`config.mk`:
```
export PLATFORM = sky130hd
export DESIGN_NAME = sys_cmd_framer
export DESIGN_NICKNAME = d
export VERILOG_FILES = /design/src/rtl/sys_cmd_framer.sv
export SDC_FILE = /design/constraint.sdc
export NUM_CORES = 1
export LEC_CHECK = 0
export CORE_MARGIN = 10
export CORE_UTILIZATION = 45
export CTS_CLUSTER_SIZE = 12
export DETAILED_ROUTE_END_ITERATION = 12
export PLACE_DENSITY = 0.7
export RECOVER_POWER = 50
export SLEW_MARGIN = 20
export SYNTH_ARGS = -nofsm -noshare
export SYNTH_HDL_FRONTEND = slang
export SYNTH_SLANG_ARGS = --single-unit
```
`constraint.sdc`:
```
create_clock -name clk -period 3.9 [get_ports clk]
set_clock_uncertainty 0.05 [all_clocks]
set_input_delay 0.585 -clock clk [delete_from_list [all_inputs] [get_ports clk]]
set_output_delay 0.585 -clock clk [all_outputs]
set_load 0.01 [all_outputs]
```
`src/rtl/sys_cmd_framer.sv`:
```
// Host-side command framer: serialises one command into the controller's UART frame
// and collects the 1- or 2-byte response, reporting the result or a timeout.
//
// Ports:
//   clk, rst (async active-low)
//   cmd_valid/cmd_ready, cmd_type, cmd_addr, cmd_data, cmd_op_a, cmd_op_b, cmd_fun : command in
//   tx_data/tx_valid, tx_busy : UART TX byte interface
//   rx_data/rx_valid : UART RX byte interface
//   rsp_data/rsp_valid/rsp_timeout : response out
//   busy : high whenever not idle
module sys_cmd_framer #(
   parameter int DATA_WIDTH  = 8,
   parameter int REG_ADDR    = 4,
   parameter int RSP_TIMEOUT = 4096
) (
   input  logic                      clk,
   input  logic                      rst,
   input  logic                      cmd_valid,
   output logic                      cmd_ready,
   input  logic [1:0]                cmd_type,
   input  logic [REG_ADDR-1:0]       cmd_addr,
   input  logic [DATA_WIDTH-1:0]     cmd_data,
   input  logic [DATA_WIDTH-1:0]     cmd_op_a,
   input  logic [DATA_WIDTH-1:0]     cmd_op_b,
   input  logic [3:0]                cmd_fun,
   output logic [DATA_WIDTH-1:0]     tx_data,
   output logic                      tx_valid,
   input  logic                      tx_busy,
   input  logic [DATA_WIDTH-1:0]     rx_data,
   input  logic                      rx_valid,
   output logic [2*DATA_WIDTH-1:0]   rsp_data,
   output logic                      rsp_valid,
   output logic                      rsp_timeout,
   output logic                      busy
);

   localparam int TW = (RSP_TIMEOUT > 1) ? $clog2(RSP_TIMEOUT) : 1;
   localparam logic [TW-1:0] TMAX = TW'(RSP_TIMEOUT - 1);

   localparam logic [2:0] S_IDLE    = 3'd0;
   localparam logic [2:0] S_SEND    = 3'd1;
   localparam logic [2:0] S_WAIT_HI = 3'd2;
   localparam logic [2:0] S_WAIT_LO = 3'd3;
   localparam logic [2:0] S_RSP     = 3'd4;

   localparam logic [1:0] T_WR  = 2'd0;
   localparam logic [1:0] T_RD  = 2'd1;
   localparam logic [1:0] T_OP  = 2'd2;
   localparam logic [1:0] T_NOP = 2'd3;

   logic [2:0]            state;
   logic [1:0]            c_type;
   logic [REG_ADDR-1:0]   c_addr;
   logic [DATA_WIDTH-1:0] c_data;
   logic [DATA_WIDTH-1:0] c_op_a;
   logic [DATA_WIDTH-1:0] c_op_b;
   logic [3:0]            c_fun;
   logic [1:0]            idx;
   logic [1:0]            last_idx;
   logic [DATA_WIDTH-1:0] nbyte;
   logic                  rx_got;
   logic [DATA_WIDTH-1:0] rx_lo;
   logic [TW-1:0]         tcnt;
   logic                  need_two;
   logic                  has_rsp;

   assign busy      = (state != S_IDLE);
   assign cmd_ready = ~busy;
   // ALU commands (types 2 and 3) return two bytes, REG_RD one, REG_WR none
   assign need_two  = c_type[1];
   assign has_rsp   = (c_type != T_WR);

   always_comb begin
      nbyte    = '0;
      last_idx = 2'd1;
      unique case (c_type)
         T_WR: begin
            last_idx = 2'd2;
            case (idx)
               2'd0:    nbyte = DATA_WIDTH'(8'hAA);
               2'd1:    nbyte = DATA_WIDTH'(c_addr);
               default: nbyte = c_data;
            endcase
         end
         T_RD: begin
            last_idx = 2'd1;
            case (idx)
               2'd0:    nbyte = DATA_WIDTH'(8'hBB);
               default: nbyte = DATA_WIDTH'(c_addr);
            endcase
         end
         T_OP: begin
            last_idx = 2'd3;
            case (idx)
               2'd0:    nbyte = DATA_WIDTH'(8'hCC);
               2'd1:    nbyte = c_op_a;
               2'd2:    nbyte = c_op_b;
               default: nbyte = DATA_WIDTH'(c_fun);
            endcase
         end
         T_NOP: begin
            last_idx = 2'd1;
            case (idx)
               2'd0:    nbyte = DATA_WIDTH'(8'hDD);
               default: nbyte = DATA_WIDTH'(c_fun);
            endcase
         end
         default: begin
            nbyte    = '0;
            last_idx = 2'd1;
         end
      endcase
   end

   always_ff @(posedge clk or negedge rst) begin
      if (!rst) begin
         state       <= S_IDLE;
         c_type      <= '0;
         c_addr      <= '0;
         c_data      <= '0;
         c_op_a      <= '0;
         c_op_b      <= '0;
         c_fun       <= '0;
         idx         <= '0;
         rx_got      <= 1'b0;
         rx_lo       <= '0;
         tcnt        <= '0;
         tx_data     <= '0;
         tx_valid    <= 1'b0;
         rsp_data    <= '0;
         rsp_valid   <= 1'b0;
         rsp_timeout <= 1'b0;
      end else begin
         tx_valid    <= 1'b0;
         rsp_valid   <= 1'b0;
         rsp_timeout <= 1'b0;
         case (state)
            S_IDLE: begin
               if (cmd_valid) begin
                  c_type <= cmd_type;
                  c_addr <= cmd_addr;
                  c_data <= cmd_data;
                  c_op_a <= cmd_op_a;
                  c_op_b <= cmd_op_b;
                  c_fun  <= cmd_fun;
                  idx    <= '0;
                  state  <= S_SEND;
               end
            end
            S_SEND: begin
               if (!tx_busy) begin
                  tx_data  <= nbyte;
                  tx_valid <= 1'b1;
                  state    <= S_WAIT_HI;
               end
            end
            S_WAIT_HI: begin
               if (tx_busy) state <= S_WAIT_LO;
            end
            S_WAIT_LO: begin
               if (!tx_busy) begin
                  if (idx != last_idx) begin
                     idx   <= idx + 2'd1;
                     state <= S_SEND;
                  end else if (has_rsp) begin
                     tcnt   <= '0;
                     rx_got <= 1'b0;
                     state  <= S_RSP;
                  end else begin
                     state <= S_IDLE;
                  end
               end
            end
            S_RSP: begin
               // a byte arriving on the timeout cycle still counts
               if (rx_valid) begin
                  tcnt <= '0;
                  if (!need_two || rx_got) begin
                     rsp_data  <= need_two ? {rx_data, rx_lo}
                                           : {{DATA_WIDTH{1'b0}}, rx_data};
                     rsp_valid <= 1'b1;
                     state     <= S_IDLE;
                  end else begin
                     rx_lo  <= rx_data;
                     rx_got <= 1'b1;
                  end
               end else if (tcnt == TMAX) begin
                  rsp_timeout <= 1'b1;
                  state       <= S_IDLE;
               end else begin
                  tcnt <= tcnt + TW'(1);
               end
            end
            default: state <= S_IDLE;
         endcase
      end
   end

endmodule

```
==> metrics.md, run 1 <==
| Metric | Value |
|---|---|
| Max Slew Vio Count | 88 |
| Biggest cell delay along the critical path | 0.58 ns |
| Final worst-path cycle share | 0.606 |
| CP Capture Type | primary output |
| Mapped Nets | 426 |
| Hold crit path type | flop to flop |
| Largest net degree at the start of global routing | 88 |
| Worst R2R Start | idx[1] |
| Violated checks | capacitance limit, slew limit |
| Die height | 116 um |
| Reg2reg setup slack | 1.81 ns |
| Synth Cell Area | 4140 sq um |
| Port Buf Inserts | 75 |
| Endpoints failing setup | 0 |
| Psw | 1.05 mW |
| FP Rows | 34 |
| Final hold slack | 0.433 ns |
| Sw Share | 0.329 |
| Post-Syn Instances | 374 |
| CP max FO | 10 |
| Root Buffer | clkbuf_8 |
| Vias after detailed routing | 3057 |
| First-pass GRT wire length | 15200 um |
| Post-CTS setup buffers | 0 |
| Longest Clk Path Bufs | 2 |
| Status | finished with violations |
| I/O pin total | 76 |
| Max frequency | 423 MHz |
| Commonest non-fill, non-tap cell in the layout | dfrtp_1 |
| Leak Pwr | 2.20 nW |
| GRT Util Overall | 0.140 |
| Clk_lat worst skew | 0.36 ns |
| Vias per cell | 5.54 |
| Req. time, crit path | 3.26 ns |
| FF-to-FF End | tx_data[0] |
| Post-synth EDFFs | 0 |
| Clk pwr share | 0.226 |
| Cell variety after synth | 59 |
| H-tree depth | 3 |
| Avg Inst Size Synth | 11.1 sq um |
| HPWL Detailed | 6760 um |
| Yosys warnings | 0 |
| Nets@finish | 491 |
| Post-CTS sizing | 0 |
| Core ar. | 8850 sq um |
| N_diodes | 0 |
| Flop pwr share | 0.434 |
| Antenna violations before repair | 0 |
| Final Hold Viols | 0 |
| FF-to-FF path depth | 6 |
| Die Area | 13400 sq um |
| Total Power | 3.17 mW |
| Synth-to-Final Area Change | 24.1% |
| Starting DRT DRC Count | 146 |
| RSZ-0062 raised after global routing | no |
| Die Span X | 116 um |
| Hold Path Origin | rsp_data[8] |
| GP Congestion | 0.794 |
| Final Critical Period | 2.36 ns |
| Critical Path, Cell by Cell | nor3_2, clkdlybuf4s50_1 |
| Antenna Violating Nets Remaining | 0 |
| P per Cell Area | 618 nW/um^2 |
| Ys flop type | dfrtp_1 |
| Max-cap violations | 1 |
| Rel. slew slack | -0.405 |
| CTS buffer count | 9 |
| Crit Path Class | flop to primary output |
| Hold buffer count at CTS | 0 |
| Most frequent cells in the layout | dfrtp_1 (87), clkdlybuf4s50_1 (73), nand2_1 (46), mux2_2 (42), o21ai_0 (31) |
| Post-synth ARST share | 1.00 |
| Clock transition at path regs | 0.09 ns |
| Sinks on Clock Net | 87 |
| CTS tree | done |
| Avg WL per Cell | 16.6 um |
| Hold Path Depth | 2 |
| Min-Delay Endpoint | rsp_data[8] |
| Worst VDD drop | 258 uV |
| Drt pass-1 iters | 4 |
| Total routed wirelength | 9190 um |
| Setup_tns | 0 ns |
| FF+latch count, synth | 87 |
| Data arrival time of the worst path | 1.73 ns |
| Worst-margin pin slew | 2.11 ns |
| Seq/Total Area, Yosys | 0.526 |
| Vias in the first global route | 3127 |
| Combinational group share of total power | 0.340 |
| Layout cell share with drive strength beyond 1 | 0.153 |
| Startpoint class of the critical path | flop |
| Int Power | 2.13 mW |
| GRT overflow | 0 |
| DRC violations left | 0 |
| Initial core utilization | 0.468 |
| Slowest-stage cell, CP | clkdlybuf4s50_1 |
==> cells in the mapped netlist, types with 2 or more instances <==
cell type	count	area [sq um]
a32oi_1	3	26.3
inv_1	12	45.0
nor3_1	4	20.0
a221oi_1	2	17.5
mux2_2	42	473
nand4_1	2	12.5
mux2i_1	10	100
buf_2	3	15.0
o21bai_1	2	15.0
nand2_1	46	173
o21ai_0	31	155
a22oi_1	3	22.5
nor2_1	10	37.5
or3_1	2	12.5
and3_1	2	12.5
a21oi_1	19	95.1
and3b_1	2	17.5
a2bb2oi_1	2	17.5
and2_1	3	18.8
nor2b_1	3	18.8
a211oi_1	3	22.5
dfrtp_1	87	2180
and4_1	3	26.3
ha_1	5	62.6
o31ai_1	8	60.1
a31oi_1	4	25.0
nand3_1	4	20.0
a22o_1	3	26.3
o21a_1	2	15.0
a221o_1	2	20.0
nand2b_1	5	31.3
buf_4	6	45.0
buf_6	2	22.5
clkbuf_1	12	45.0
==> metrics by stage <==
stage          area [sq um]  cells  setup slack (ns)   util
6_report               5140    552              1.54  0.581
5_1_grt                5140    552              1.36  0.581
4_1_cts                5150    552              1.51  0.582
3_5_place_dp           4920    536              1.45  0.556
3_3_place_gp           4920    536              1.50  0.556
2_1_floorplan          4140    374              2.10      -
==> cell type report <==
class / instances / area (sq um)
Clock buffer: 10 / 138
Tap cell: 108 / 135
Multi-Input combinational cell: 251 / 1790
Timing Repair Buffer: 78 / 764
Clock inverter: 6 / 91.3
Inverter: 12 / 45.0
Sequential cell: 87 / 2180
Fill cell: 767 / 3710
==> power groups by stage <==
stage	clock, mW	combinational, mW	sequential, mW
2_1_floorplan	0	0.806	1.31
3_3_place_gp	0	1.07	1.39
3_5_place_dp	0	1.09	1.40
4_1_cts	0.729	1.09	1.38
5_1_grt	0.770	1.19	1.42
6_report	0.716	1.08	1.38
==> worst max-delay path by stage <==
stage	cells past startpoint	from	slack [ns]	end
after floorplan	6	tcnt[0]	2.10	tcnt[0]
after global placement	6	tx_busy	1.50	tx_data[0]
after detailed placement	6	tx_busy	1.45	tx_data[0]
after CTS	2	state[0]	1.51	cmd_ready
after global routing	1	rst	1.36	c_data[1]
final	2	state[0]	1.54	cmd_ready
==> logic make-up after synthesis <==
family                     count (synthesis)  share of synthesized area
buffers and inverters                     36                     0.0426
and+or+nand+nor                           96                      0.121
DFF                                       87                      0.526
AOI/OAI and AO/OA                         97                      0.155
adders and majority gates                  5                     0.0151
muxes                                     52                      0.138
xor gates and xnor gates                   1                    0.00211
==> worst max-delay path: cells and delay by family (launching register included) <==
kind | cells | cell delay [ns]
buf+inv | 1 | 0.58
simple gates | 1 | 0.28
flops | 1 | 0.51
==> metal layers <==
layer	vias to the layer above	GRT usage	wire (um)
met1	1486	0.172	4070
met3	12	0.0362	540
li1	1481	-	-
met4	0	0.0517	139
met5	-	0	0
met2	78	0.232	4440
==> registers in the layout (all words and copies together), names as in the netlist, 3 cells and up <==
register / flops
c_addr: 4
c_data: 8
c_fun: 4
c_op_a: 8
c_op_b: 8
rsp_data: 16
rx_lo: 8
state: 3
tcnt: 12
tx_data: 8
Note: power is estimated with default switching activity, not from simulation.
==> run 2, diff against run 1 <==
--- a/config.mk
+++ b/config.mk
@@ -9,7 +9,7 @@
 export CORE_UTILIZATION = 45
 export CTS_CLUSTER_SIZE = 12
 export DETAILED_ROUTE_END_ITERATION = 12
-export PLACE_DENSITY = 0.7
+export PLACE_DENSITY = 0.73
 export RECOVER_POWER = 50
 export SLEW_MARGIN = 20
 export SYNTH_ARGS = -nofsm -noshare
==> constraint.sdc (replaced) <==
create_clock -name clk -period 2.1 [get_ports clk]
set_clock_uncertainty 0.05 [all_clocks]
set_input_delay 0.315 -clock clk [delete_from_list [all_inputs] [get_ports clk]]
set_output_delay 0.315 -clock clk [all_outputs]
set_load 0.01 [all_outputs]
==> run 2 against run 1 <==
Compared with the run above:
- the run now ends clean
- non-clock buffer count increased by 15
- clock power rose by 69%
- worst setup slack got worse by 1.5 ns
- combinational power is 94% higher
- critical path type unchanged
==> metrics.md, run 2 (synthesis gave the netlist of run 1 again) <==
| Metric | Value |
|---|---|
| Avg WL per Cell | 16.7 um (+0.14%) |
| FF-to-FF path depth | 6 (unchanged) |
| Layout cell share with drive strength beyond 1 | 0.176 (+0.0233) |
| Clk_lat worst skew | 0.36 ns (about the same) |
| Setup_tns | 0 ns (unchanged) |
| Commonest non-fill, non-tap cell in the layout | dfrtp_1 |
| GRT Util Overall | 0.143 (+0.00365) |
| Req. time, crit path | 1.74 ns (-1.52 ns) |
| Hold Path Origin | tx_data[3] |
| Root Buffer | clkbuf_8 |
| Drt pass-1 iters | 4 (unchanged) |
| H-tree depth | 3 (unchanged) |
| Crit Path Class | flop to primary output |
| Longest Clk Path Bufs | 2 (unchanged) |
| Min-Delay Endpoint | tx_data[3] |
| Post-CTS setup buffers | 0 (unchanged) |
| Port Buf Inserts | 75 (unchanged) |
| RSZ-0062 raised after global routing | no |
| Antenna violations before repair | 0 (unchanged) |
| Vias after detailed routing | 3163 (+3.5%) |
| FP Rows | 34 (unchanged) |
| Rel. slew slack | 0.460 (+0.865) |
| Vias per cell | 5.58 (+0.73%) |
| Worst VDD drop | 488 uV (+89%) |
| DP Area | 5050 sq um (+2.6%) |
| DRC violations left | 0 (unchanged) |
| Reg2reg setup slack | 0.14 ns (-1.67 ns) |
| Hold Path Depth | 2 (unchanged) |
| Placed cells | 550 (+2.6%) |
| Status | finished, final reports clean |
| Largest reg by FF count | rsp_data |
| Vias in the first global route | 3154 (+0.86%) |
| Sinks on Clock Net | 87 (unchanged) |
| Placement Setup Slack | 0.115 ns (-1.34 ns) |
| CP max FO | 9 (-1) |
| GP Congestion | 0.808 (+1.8%) |
| I/O pin total | 76 (unchanged) |
| Antenna Violating Nets Remaining | 0 (unchanged) |
| Max Slew Vio Count | 0 (-100%) |
| Synth-to-Final Area Change | 26.1% |
| N_diodes | 0 (unchanged) |
| P per Cell Area | 1130 nW/um^2 (+82%) |
| Most frequent cells in the layout | dfrtp_1 (86), clkdlybuf4s50_1 (73), nand2_1 (46), mux2_2 (42), o21ai_0 (31) |
| CTS buffer count | 9 (unchanged) |
| CTS tree | done |
| Worst-margin pin slew | 0.810 ns (-1.30 ns) |
| HPWL Detailed | 7100 um (+5.0%) |
| Final Hold Viols | 0 (unchanged) |
| Hold crit path type | flop to flop |
| CP Capture Type | primary output |
| Core ar. | 8850 sq um (unchanged) |
| Top flop regs | rsp_data x16, tcnt x12 |
| Startpoint class of the critical path | flop |
| First-pass GRT wire length | 15700 um (+3.5%) |
| Post-Layout Cell Count | 567 (+2.7%) |
| Starting DRT DRC Count | 230 (+58%) |
| Final Critical Period | 2.01 ns |
| Clock transition at path regs | 0.08 ns (about the same) |
| Leak Pwr | 2.25 nW (+2.3%) |
| PnR worst setup slack | 0.0853 ns (-1.45 ns) |
| Largest net degree at the start of global routing | 39 (-56%) |
| Die Span X | 116 um (unchanged) |
| Data arrival time of the worst path | 1.65 ns (-0.08 ns) |
| Initial core utilization | 0.468 (unchanged) |
| Die height | 116 um (unchanged) |
| Endpoints failing setup | 0 (unchanged) |
| FF-to-FF End | tx_data[0] |
| Max-cap violations | 0 (-1) |
| Total routed wirelength | 9450 um (+2.9%) |
| Nets@finish | 506 (+3.1%) |
| Final instance area | 5230 sq um (+1.7%) |
| Final worst-path cycle share | 0.959 |
| Die Area | 13400 sq um (unchanged) |
| Max frequency | 496 MHz |
| GRT overflow | 0 (unchanged) |
| Max reg flops | 16 (unchanged) |
| Worst R2R Start | idx[0] |
## run 2: cell count changes in the layout (fill, tap and decap cells not counted), sizes merged
cell / change
bufinv: -1
dlygate4sd3: +1
inv: -1
clkinv: +1
clkbuf: +5
clkinvlp: +1
buf: +9
## run 2: per-stage QoR
step | util | power, mW | hold slack (ns)
5_1_grt | 0.590 | 6.29 | 0.467
3_5_place_dp | 0.570 | 4.74 | 0.242
2_1_floorplan | - | 3.93 | -0.0306
6_report | 0.590 | 5.88 | 0.435
3_3_place_gp | 0.570 | 4.67 | 0.232
4_1_cts | 0.595 | 5.95 | 0.392
## run 2: layout make-up
| cell class | instances | area (sq um) |
|---|---|---|
| clock buffer | 10 | 138 |
| inverter | 12 | 45.0 |
| fill | 781 | 3620 |
| timing repair buffer | 93 | 865 |
| sequential | 87 | 2180 |
| multi-input combinational | 251 | 1800 |
| tap | 108 | 135 |
| clock inverter | 6 | 68.8 |
## run 2: timing repair
item | in CTS | in global routing
hold buffers | 1 | 0
resized for setup | 1 | 1
setup endpoints to repair | 1 | 1
endpoints found under the hold margin | 30 | 0
## run 2: worst max path at each step
| stage | from | end | slack (ns) | cells past startpoint |
|---|---|---|---|---|
| detailed placement | tx_busy | tcnt[0] | 0.11 | 5 |
| global placement | tx_busy | tcnt[0] | 0.18 | 5 |
| global route | state[1] | cmd_ready | 0.001 | 2 |
| floorplan | tcnt[0] | tcnt[0] | 0.30 | 6 |
| finish | state[1] | cmd_ready | 0.09 | 2 |
| CTS | state[0] | cmd_ready | 0.04 | 2 |
## run 2: critical path, cell delays in order (launching register included)
cell	delay, ns
dfrtp_1	0.51
nor3_4	0.23
clkdlybuf4s50_1	0.57
## run 2: power by group
part / switching (mW) / internal (mW) / leakage (nW)
clock network: 0.624 / 0.589 / 0.103
registers: 0.399 / 2.17 / 1.12
logic: 0.955 / 1.15 / 1.03
## run 2: per-layer routing
metal  vias up  GRT usage  share of wire
met3        15     0.0351          0.059
met4         0     0.0567          0.017
li1       1520          -              -
met5         -          0              0
met2        94      0.220           0.46
met1      1534      0.191           0.47
==> run 3, diff against run 2 <==
--- a/config.mk
+++ b/config.mk
@@ -10,7 +10,6 @@
 export CTS_CLUSTER_SIZE = 12
 export DETAILED_ROUTE_END_ITERATION = 12
 export PLACE_DENSITY = 0.73
-export RECOVER_POWER = 50
 export SLEW_MARGIN = 20
 export SYNTH_ARGS = -nofsm -noshare
 export SYNTH_HDL_FRONTEND = slang
==> run 3 against run 2 <==
Compared with the run above:
- combinational power is 2% higher
- critical path depth unchanged
- non-clock buffer count unchanged
- global-route usage did not move
- via count is essentially flat
- register-to-register slack hardly changed
- clock-buffer cell count unchanged
- first-iteration DRC count shrank 7.0%
==> metrics.md, run 3 (synthesis gave the netlist of run 1 again) <==
| Metric | Value |
|---|---|
| Slowest-stage cell, CP | clkdlybuf4s50_1 |
| Sinks on Clock Net | 87 (unchanged) |
| Startpoint class of the critical path | flop |
| First-pass GRT wire length | 15700 um (unchanged) |
| Drt pass-1 iters | 4 (unchanged) |
| Req. time, crit path | 1.74 ns (about the same) |
| FP Rows | 34 (unchanged) |
| Die height | 116 um (unchanged) |
| CP Capture Type | primary output |
| Die Area | 13400 sq um (unchanged) |
| Nets@finish | 506 (unchanged) |
| Commonest non-fill, non-tap cell in the layout | dfrtp_1 |
| Final Critical Period | 2.01 ns (-0.00382 ns) |
| RSZ-0062 raised after global routing | no |
| Critical Path, Cell by Cell | nor3_4, clkdlybuf4s50_1 |
| Port Buf Inserts | 75 (unchanged) |
| Antenna Violating Nets Remaining | 0 (unchanged) |
| Status | finished, final reports clean |
| Core ar. | 8850 sq um (unchanged) |
| HPWL Detailed | 7100 um (unchanged) |
| Endpoints failing setup | 0 (unchanged) |
| Starting DRT DRC Count | 214 (-7.0%) |
| H-tree depth | 3 (unchanged) |
| CTS tree | done |
| Max-cap violations | 0 (unchanged) |
| Setup_tns | 0 ns (unchanged) |
| Biggest cell delay along the critical path | 0.57 ns (about the same) |
| Leak Pwr | 2.27 nW (+0.94%) |
| Total Power | 5.91 mW (+0.49%) |
| Initial core utilization | 0.468 (unchanged) |
| GP Congestion | 0.808 (unchanged) |
| Vias after detailed routing | 3165 (+0.063%) |
| CTS buffer count | 9 (unchanged) |
| Antenna violations before repair | 0 (unchanged) |
| CP max FO | 10 (+1) |
| Worst VDD drop | 488 uV (about the same) |
| Synth-to-Final Area Change | 27.2% |
| Vias in the first global route | 3154 (unchanged) |
| GRT overflow | 0 (unchanged) |
| Die Span X | 116 um (unchanged) |
| DRC violations left | 0 (unchanged) |
| Worst-margin pin slew | 0.412 ns (-0.398 ns) |
| Largest net degree at the start of global routing | 39 (unchanged) |
| Clk_lat worst skew | 0.36 ns (about the same) |
| Hold crit path type | primary input to asynchronous set/reset pin |
| Max frequency | 497 MHz (+0.19%) |
| N_diodes | 0 (unchanged) |
| Data arrival time of the worst path | 1.65 ns (about the same) |
| Crit Path Class | flop to primary output |
| Max reg flops | 16 (unchanged) |
| Clock transition at path regs | 0.10 ns (+0.02 ns) |
| Final Hold Viols | 0 (unchanged) |
| I/O pin total | 76 (unchanged) |
| Avg WL per Cell | 16.7 um (-0.13%) |
| Total routed wirelength | 9440 um (-0.13%) |
| Max Slew Vio Count | 0 (unchanged) |
| Vias per cell | 5.58 (about the same) |
| Rel. slew slack | 0.718 (+0.259) |
| Layout cell share with drive strength beyond 1 | 0.183 (+0.00654) |
| Final worst-path cycle share | 0.958 (-0.00182) |
| Most frequent cells in the layout | dfrtp_1 (86), clkdlybuf4s50_1 (74), nand2_1 (46), mux2_2 (42), o21ai_0 (31) |
| Largest reg by FF count | rsp_data |
| Longest Clk Path Bufs | 2 (unchanged) |
| Reg2reg setup slack | 0.14 ns (about the same) |
| GRT Util Overall | 0.143 (unchanged) |
| Root Buffer | clkbuf_8 |
| Top flop regs | rsp_data x16, tcnt x12 |
| P per Cell Area | 1120 nW/um^2 (-0.39%) |
| Final core occ | 0.596 (+0.00523) |
==> run 3: cell types whose count changed in the layout (fill, tap and decap cells not counted) <==
cell	change
buf_2	-1
clkbuf_2	-3
dlygate4sd3_1	-1
clkbuf_4	-1
clkbuf_1	-3
buf_4	+6
buf_12	+2
clkdlybuf4s50_1	+1
==> run 3: repair_timing <==
item | CTS | global route
setup endpoints to repair | 1 | 1
pin swaps | 0 | 0
hold endpoints to repair | 30 | 0
buffers inserted | 0 | 0
hold buffers | 1 | 0
gates resized for setup | 1 | 1
==> run 3: routing by layer <==
metal  routed length (um)  part of all wire  vias up  track usage
li1                     -                 -     1524            -
met1                 4390              0.46     1533        0.191
met2                 4320              0.46       93        0.220
met3                  569             0.060       15       0.0351
met4                  168             0.018        0       0.0567
met5                    0                 0        -            0
==> run 3: critical path, delay by kind of cell, from the launching register on <==
family	cells	cell delay [ns]
flip-flops	1	0.50
AND/OR/NAND/NOR	1	0.23
buffers and inverters	1	0.57
==> run 3: where the power goes <==
group | switching [mW] | internal, mW | leakage [nW] | total [mW]
sequential | 0.398 | 2.17 | 1.12 | 2.57
combinational | 0.960 | 1.17 | 1.05 | 2.14
clock | 0.618 | 0.589 | 0.103 | 1.21
total | 1.98 | 3.93 | 2.27 | 5.91
==> run 3: cell type report <==
type / count / area (sq um)
Fill cell: 775 / 3580
Sequential cell: 87 / 2180
Multi-Input combinational cell: 251 / 1800
Timing Repair Buffer: 93 / 911
Clock buffer: 10 / 138
Tap cell: 108 / 135
Clock inverter: 6 / 68.8
Inverter: 12 / 45.0
==> run 3: worst paths after layout <==
kind,from,endpoint,depth (start not counted)
setup / recovery,state[0],cmd_ready,2
hold / removal,rst,rsp_timeout,2
setup reg to reg,idx[1],tx_data[0],6
hold reg to reg,tx_data[3],tx_data[3],2
max in group asynchronous,rst,c_op_b[3],3
min in group clk,tx_data[3],tx_data[3],2
==> run 3: stage by stage <==
stage               cell area [sq um]  worst slack (ns)  hold slack [ns]  cells
floorplan                        4140             0.295          -0.0306    374
global placement                 5050             0.180            0.232    550
global route                     5270          0.000865            0.409    567
CTS                              5270            0.0416            0.392    567
detailed placement               5050             0.115            0.242    550
finish                           5270            0.0892            0.376    567
